===== src/rtl/seq_det_pkg.sv =====
// Shared types and constants for the parameterised serial pattern detector.
package seq_det_pkg;

  typedef enum logic [1:0] {
    IDLE   = 2'd0,
    ARMED  = 2'd1,
    PAUSED = 2'd2
  } state_t;

  localparam int DEF_MAX_LEN = 16;
  localparam int DEF_LEN_W   = $clog2(DEF_MAX_LEN + 1);

  function automatic int len_w(input int max_len);
    return $clog2(max_len + 1);
  endfunction

endpackage


===== src/rtl/seq_det_window.sv =====
// History shift register, saturating fill count and masked pattern compare.
module seq_det_window
  import seq_det_pkg::*;
#(
  parameter  int MAX_LEN = 16,
  localparam int LW      = len_w(MAX_LEN)
) (
  input  logic               clk,
  input  logic               rst,
  input  logic               clr,
  input  logic               shift,
  input  logic               bit_in,
  input  logic               overlap,
  input  logic [LW-1:0]      len,
  input  logic [MAX_LEN-1:0] pattern,
  output logic               hit
);

  logic [MAX_LEN-1:0] hist;
  logic [MAX_LEN-1:0] hist_nxt;
  logic [MAX_LEN-1:0] mask;
  logic [LW-1:0]      fill;
  logic [LW-1:0]      fill_inc;

  always_comb begin
    hist_nxt = {hist[MAX_LEN-2:0], bit_in};
    fill_inc = (fill == LW'(MAX_LEN)) ? fill : fill + 1'b1;
    mask     = '0;
    for (int i = 0; i < MAX_LEN; i++)
      mask[i] = (i < int'(len));
    // Fill includes the bit being shifted in this cycle.
    hit = shift && (fill_inc >= len) &&
          (((hist_nxt ^ pattern) & mask) == '0);
  end

  always_ff @(posedge clk) begin
    if (rst || clr) begin
      hist <= '0;
      fill <= '0;
    end else if (shift) begin
      hist <= hist_nxt;
      fill <= (hit && !overlap) ? '0 : fill_inc;
    end
  end

endmodule


===== src/rtl/seq_detector_param.sv =====
// Configurable serial pattern detector: config FSM, match pulse and
// saturating match counter around the shift/compare window.
module seq_detector_param
  import seq_det_pkg::*;
#(
  parameter  int MAX_LEN = 16,
  parameter  int CNT_W   = 8,
  localparam int LW      = len_w(MAX_LEN)
) (
  input  logic               clk,
  input  logic               rst,
  input  logic               en,
  input  logic               cfg_load,
  input  logic [MAX_LEN-1:0] cfg_pattern,
  input  logic [LW-1:0]      cfg_len,
  input  logic               cfg_overlap,
  input  logic               in_valid,
  input  logic               in_bit,
  output logic               match,
  output logic [CNT_W-1:0]   match_cnt,
  input  logic               cnt_clr,
  output logic               armed,
  output logic               cfg_err
);

  localparam logic [CNT_W-1:0] CNT_MAX = '1;

  state_t             state;
  logic [MAX_LEN-1:0] pat_q;
  logic [LW-1:0]      len_q;
  logic               ovl_q;
  logic               len_ok;
  logic               shift;
  logic               hit;

  assign len_ok = (cfg_len >= LW'(2)) && (cfg_len <= LW'(MAX_LEN));
  // A load in the same cycle drops the incoming bit.
  assign shift  = in_valid && (state == ARMED) && !cfg_load;
  assign armed  = (state == ARMED);

  seq_det_window #(
    .MAX_LEN (MAX_LEN)
  ) u_window (
    .clk     (clk),
    .rst     (rst),
    .clr     (cfg_load),
    .shift   (shift),
    .bit_in  (in_bit),
    .overlap (ovl_q),
    .len     (len_q),
    .pattern (pat_q),
    .hit     (hit)
  );

  always_ff @(posedge clk) begin
    if (rst) begin
      state     <= IDLE;
      pat_q     <= '0;
      len_q     <= '0;
      ovl_q     <= 1'b0;
      match     <= 1'b0;
      match_cnt <= '0;
      cfg_err   <= 1'b0;
    end else begin
      match   <= hit;
      cfg_err <= 1'b0;
      if (cfg_load) begin
        pat_q <= cfg_pattern;
        len_q <= cfg_len;
        ovl_q <= cfg_overlap;
        if (!len_ok) begin
          state   <= IDLE;
          cfg_err <= 1'b1;
        end else begin
          state <= en ? ARMED : PAUSED;
        end
      end else begin
        unique case (state)
          ARMED:   if (!en) state <= PAUSED;
          PAUSED:  if (en)  state <= ARMED;
          default: state <= IDLE;
        endcase
      end
      if (cnt_clr)
        match_cnt <= '0;
      else if (hit && match_cnt != CNT_MAX)
        match_cnt <= match_cnt + 1'b1;
    end
  end

endmodule


===== config.mk =====
export PLATFORM = sky130hd
export DESIGN_NAME = seq_detector_param
export DESIGN_NICKNAME = d
export VERILOG_FILES = /design/src/rtl/seq_det_pkg.sv /design/src/rtl/seq_det_window.sv /design/src/rtl/seq_detector_param.sv
export SDC_FILE = /design/constraint.sdc
export NUM_CORES = 1
export LEC_CHECK = 0
export BUFFER_PORTS_ARGS = -buffer_cell sky130_fd_sc_hd__buf_2
export CAP_MARGIN = 20
export CELL_PAD_IN_SITES_DETAIL_PLACEMENT = 0
export CELL_PAD_IN_SITES_GLOBAL_PLACEMENT = 1
export CORE_ASPECT_RATIO = 0.75
export CORE_MARGIN = 2
export CORE_UTILIZATION = 39
export DETAILED_ROUTE_END_ITERATION = 10
export HOLD_SLACK_MARGIN = 0.05
export PLACE_DENSITY_LB_ADDON = 0.3
export SLEW_MARGIN = 15
export SYNTH_ARGS = -nofsm -noshare
export SYNTH_HDL_FRONTEND = slang
export SYNTH_HIERARCHICAL = 1
export SYNTH_SLANG_ARGS = --single-unit

===== constraint.sdc =====
create_clock -name clk -period 3.55 [get_ports clk]
set_input_delay 0.71 -clock clk [delete_from_list [all_inputs] [get_ports clk]]
set_output_delay 0.71 -clock clk [all_outputs]
set_load 0.05 [all_outputs]

---- After elaboration in Yosys (flattened, before gate mapping) ----
Cells that the tools add are included.
operators by class
  bitwise gates (word level) .............. 3
  equal/unequal tests ..................... 6
  $lt $le $gt $ge ......................... 19
  reduce and logical (&&, ||, !) cells .... 14
  add/subtract/negate cells ............... 2
  muxes and demuxes ....................... 9
operators with widths
  operator                                                                             count
  4-bit by 5-bit less-than comparator with 1-bit output, first input constant          8
  3-bit by 5-bit less-than comparator with 1-bit output, first input constant          4
  16-bit bitwise AND                                                                   1
  16-bit zero test                                                                     1
  16-bit bitwise XOR                                                                   1
  1-bit by 5-bit less-than comparator with 1-bit output, first input constant          2
  2-bit by 5-bit less-than comparator with 1-bit output, first input constant          2
  2-bit 2-to-1 mux                                                                     5
  5-bit 2-to-1 mux                                                                     2
  8-bit by 1-bit adder with 8-bit output, second input constant                        1
  8-bit != test, second input constant                                                 1
  1-bit logical AND                                                                    7
  3-bit != test, second input constant                                                 2
  5-bit by 1-bit adder with 5-bit output, second input constant                        1
  5-bit equality test, second input constant                                           1
  5-bit by 2-bit greater-or-equal comparator with 1-bit output, second input constant  1
  5-bit greater-or-equal comparator                                                    1
  5-bit less-or-equal comparator, second input constant                                1
  2-bit one-hot mux with 2 select lines                                                1
  2-bit OR reduction                                                                   2
  2-bit by 1-bit equality test with 1-bit output, second input constant                1
  2-bit equality test, second input constant                                           1
  1-bit zero test                                                                      2
  2-bit AND reduction                                                                  1
  other kinds (3)                                                                      3
storage, ports and cells
  output and inout port bits .............. 11
  word-level logic and storage cells ...... 62
  bits in registers ....................... 54
  input port bits ......................... 29

---- Logic depth before layout (Yosys ltp) ----
  word-level depth ........................ 7
  mapped depth ............................ 13
  mapped depth without buffers ............ 13

---- Modules after synthesis ----
Netlist, hierarchy kept.
by module, submodules not included
  module              area each (µm²)  instances  seq. area each (µm²)  cells an instance
  seq_detector_param  1370.1           1          680.7                 136
  seq_det_window      1331.3           1          400.4                 150

---- Worst setup path before layout ----
No wires, ideal clock.
  path type ............................... register to register
  start ................................... register u_window.fill[0]
  end ..................................... register match_cnt[5]
  path slack .............................. 0.210 ns
  arrival ................................. 3.269 ns
  library setup time ...................... 0.072 ns
  period minus slack after synthesis ...... 3.340 ns
  path buffers ............................ 0
  stages on the path, launching flop included .. 13
  data required time ...................... 3.478 ns
  cell sequence ........................... dfxtp_1 inv_1 ha_1 nor4bb_1 mux2_2 ha_1 a21o_1 a21oi_1 o21a_1 nor3_1 nand4_1 a211oi_1 mux2i_1
between the ends
  longest elaborated chain between the ends .. 6
  elaborated cells on any way between the ends .. 7
  those cells by class .................... 1 x add/sub; 1 x order compare; 1 x eq/ne; 1 x mux; 3 x reduce/logical
RTL lines
  item                                                                                  RTL line                  source
  start: declaration                                                                    seq_det_window.sv:22      logic [LW-1:0] fill;
  start signal: assignment                                                              seq_det_window.sv:42      fill <= (hit && !overlap) ? '0 : fill_inc;
  5-bit by 1-bit adder with 5-bit output / 5-bit equality test (equally long branches)  seq_det_window.sv:27      fill_inc = (fill == LW'(MAX_LEN)) ? fill : fill + 1'b1;
  5-bit 2-to-1 mux (*)                                                                  seq_det_window.sv:27
  5-bit greater-or-equal comparator (*)                                                 seq_det_window.sv:32      hit = shift && (fill_inc >= len) &&
  1-bit logical AND (*) (2 in series)                                                   seq_det_window.sv:32
  via hit                                                                               seq_detector_param.sv:34  logic hit;
  1-bit logical AND (*)                                                                 seq_detector_param.sv:86  else if (hit && match_cnt != CNT_MAX)
  end signal: assignment                                                                seq_detector_param.sv:87  match_cnt <= match_cnt + 1'b1;
  end: declaration                                                                      seq_detector_param.sv:20  output logic [CNT_W-1:0] match_cnt,
Mark *: on every way through the listed nets, which the timed path passes. The rest lies on a longest branch.
A chain may end at the register's enable or synchronous reset.

---- Worst setup path in the final report ----
Same ends and word-level chain as after synthesis.

==> impl_metrics.env <==
export IMPL_synth_largest_area_cell="dfxtp_1"
export IMPL_finalWeightedCongestion=0.763
export IMPL_max_cap_violations=0
export IMPL_worst_endpoint_arrival_ns=3.45
export IMPL_cts_root_buffer="clkbuf_8"
export IMPL_utilization_pct=45.2
export IMPL_n_antenna_cell=0
export IMPL_tritoncts="built"
export IMPL_cellLeakagePower_nw=1.30
export IMPL_die_w_um=100
export IMPL_nets=361
export IMPL_drt_pass1_iter_count=4
export IMPL_crit_top_cell="ha_1"
export IMPL_post_synth_inst_count=286
export IMPL_crit_required_ns=3.79
export IMPL_timing_hold_worst_class="reg -> reg"
export IMPL_drive_above_1_share_pct=19.1
export IMPL_numClockSinks=54
export IMPL_grt_antenna_before_repair=0
export IMPL_path_clk_slew_ns=0.09
export IMPL_synthesis_area_um2=2700
export IMPL_grt_util_all_layers_pct=15.0
export IMPL_die_area_um2=7620
export IMPL_final_cells=409
export IMPL_vias=2066
export IMPL_clk_path_buf_depth=2
export IMPL_dp_cells=401
export IMPL_syn_avg_cell_area_um2=9.45
export IMPL_num_io_pins=40
export IMPL_floorplan_rows=26
export IMPL_worst_skew_pair_late_latency_ns=0.30
export IMPL_place_port_buffers=39
export IMPL_drt_drc_violations_left=0
export IMPL_setup_viol=0
export IMPL_synth_flop_cell="dfxtp_1"
export IMPL_setup_repair_after_global_routing_missed_its_margin="no"
export IMPL_ant_nets=0
export IMPL_cellPowerDensity_nw_per_um2=366
export IMPL_grt_overflow_total=0
export IMPL_syn2layout_area_growth_pct=13.3
export IMPL_wl_per_cell_um=13.4
export IMPL_most_common_layout_cells="dfxtp_1, mux2i_1, nor2_1"
export IMPL_postSynth_asyncResetShare_pct=0
export IMPL_worst_ir_drop_vdd_uv=240
export IMPL_setup_worst_path_start_class="flop"
export IMPL_total_nets_after_synthesis=323
export IMPL_cts_setup_buffers=0
export IMPL_cts_buffers_inserted=5
export IMPL_initial_core_util_pct=39.9
export IMPL_fin_crit_ns=3.21
export IMPL_ctsHtreeMaxLevel=2
export IMPL_setup_tns_ns=0
export IMPL_tightest_slew_ns=0.655
export IMPL_coreArea_um2=6770
export IMPL_period_share_pct=90.4
export IMPL_cts_resized=0
export IMPL_num_fill_cells=671
export IMPL_dpl_cell_area_um2=2970
export IMPL_layout_cells_most_common="dfxtp_1"
export IMPL_viasPerCell=5.05
export IMPL_hold_violations=0
export IMPL_status="finished clean"
export IMPL_drv_slew=0
export IMPL_critical_path_slowest_cell="nor4bb_1"
export IMPL_setup_worst_path_class="reg -> reg"
export IMPL_slowest_delay_ns=0.45
export IMPL_top_area_cell_type_share_of_the_netlist_area_pct=40.0
export IMPL_fin_worst_skew_ns=0.0124
export IMPL_relSlewSlack_pct=56.3
export IMPL_fin_area_um2=3060
export IMPL_path_cells="inv_1, ha_1, nor4bb_1, mux2_2, ha_1, a21o_1, a21oi_1, o21a_1, nor3_1, nand4_1, a211oi_1, mux2i_1"
export IMPL_critical_path_max_fanout=5
export IMPL_drt_first_iter_violations=67
export IMPL_final_critical_path_setup_slack_ns=0.340
export IMPL_place_hpwl_mm=3.96
export IMPL_max_freq_ghz=0.312
export IMPL_largest_net_degree_at_the_start_of_global_routing=35
export IMPL_cts_hold_buffers=0
export IMPL_final_hold_worst_slack_ns=0.507
export IMPL_synth_enable_flop_cells=0
export IMPL_type_of_destination_of_the_critical_path="flop"
export IMPL_synth_seq_area_share_pct=40.0
export IMPL_p_total_mw=1.12
export IMPL_ys_warnings_count=6
export IMPL_floorplan_die_height_um=76.1
export IMPL_ys_types=53
export IMPL_grt_pass1_wl_mm=9.40
export IMPL_synth_area_top_cells="dfxtp_1, mux2i_1, nor2_1"
export IMPL_synth_seq_cells=54
export IMPL_via_count_of_the_first_global_routing_pass=1923
export IMPL_detail_route_wirelength_mm=5.47
export IMPL_setup_reg_to_reg_worst_slack_ns=0.34
export IMPL_place_ws_ns=0.339
[cells in the mapped netlist (all sizes together), types with 2 or more instances]
master   count
dfxtp       54
mux2i       44
nor2        43
nand2       15
xor2        14
a21oi       13
inv          9
ha           8
nand3        8
clkbuf       7
nor4         6
xnor2        6
buf          5
nor3         4
o21ai        4
or3          4
and3b        3
nand4        3
nor2b        3
or2          3
a2111oi      2
a211oi       2
maj3         2
mux2         2
nand2b       2
o22ai        2
o32ai        2
or4          2
[metal layers]
| metal | global-route usage [%] | up-vias | wire, µm |
|---|---|---|---|
| li1 | - | 1077 | - |
| met1 | 23.0 | 941 | 2910 |
| met2 | 21.9 | 46 | 2320 |
| met3 | 3.58 | 2 | 217 |
| met4 | 2.05 | 0 | 19 |
| met5 | 0 | - | 0 |
[worst paths after layout]
check | from | to | cells after the start
setup / recovery | u_window/fill[0] | match_cnt[5] | 12
hold / removal | match_cnt[1] | match_cnt[1] | 2
hold reg to reg | match_cnt[1] | match_cnt[1] | 2
setup reg to reg | u_window/fill[0] | match_cnt[5] | 12
[flip-flops by register name, summed over array words and instances, names as in the netlist]
signal / flops
pat_q: 16
u_window/hist: 15
match_cnt: 8
len_q: 5
u_window/fill: 5
state: 2
cfg_err: 1
match: 1
ovl_q: 1
[power breakdown]
part / total (mW) / switching, mW / internal (mW)
combinational: 0.121 / 0.0650 / 0.0561
clock: 0.358 / 0.197 / 0.162
sequential: 0.640 / 0.0177 / 0.622
total: 1.12 / 0.279 / 0.840
[cells by family after synthesis]
family / Yosys count / synth area share [%]
adders and majority gates: 10 / 4.45
DFF: 54 / 40.0
xor gates and xnor gates: 20 / 6.48
AOI/OAI and AO/OA: 34 / 8.85
muxes: 46 / 17.3
and+or+nand+nor: 101 / 19.3
buffers and inverters: 21 / 3.66
[worst max-delay path, delay by kind of cell, from the launching register on]
family	cells	cell delay [ns]
compound gates	4	0.69
fa+ha+maj	2	0.44
simple gates	3	0.96
flops	1	0.35
mux	2	0.61
buf+inv	1	0.11
[layout make-up]
cell class	instances	area [µm²]	area share [%]
Clock inverter	1	8.76	0.286
Sequential cell	54	1080	35.3
Inverter	9	33.8	1.10
Timing Repair Buffer	43	225	7.36
Clock buffer	7	86.3	2.82
Multi-Input combinational cell	211	1520	49.7
Tap cell	84	105	3.43
No activity file was read; power rests on OpenSTA's default activity.
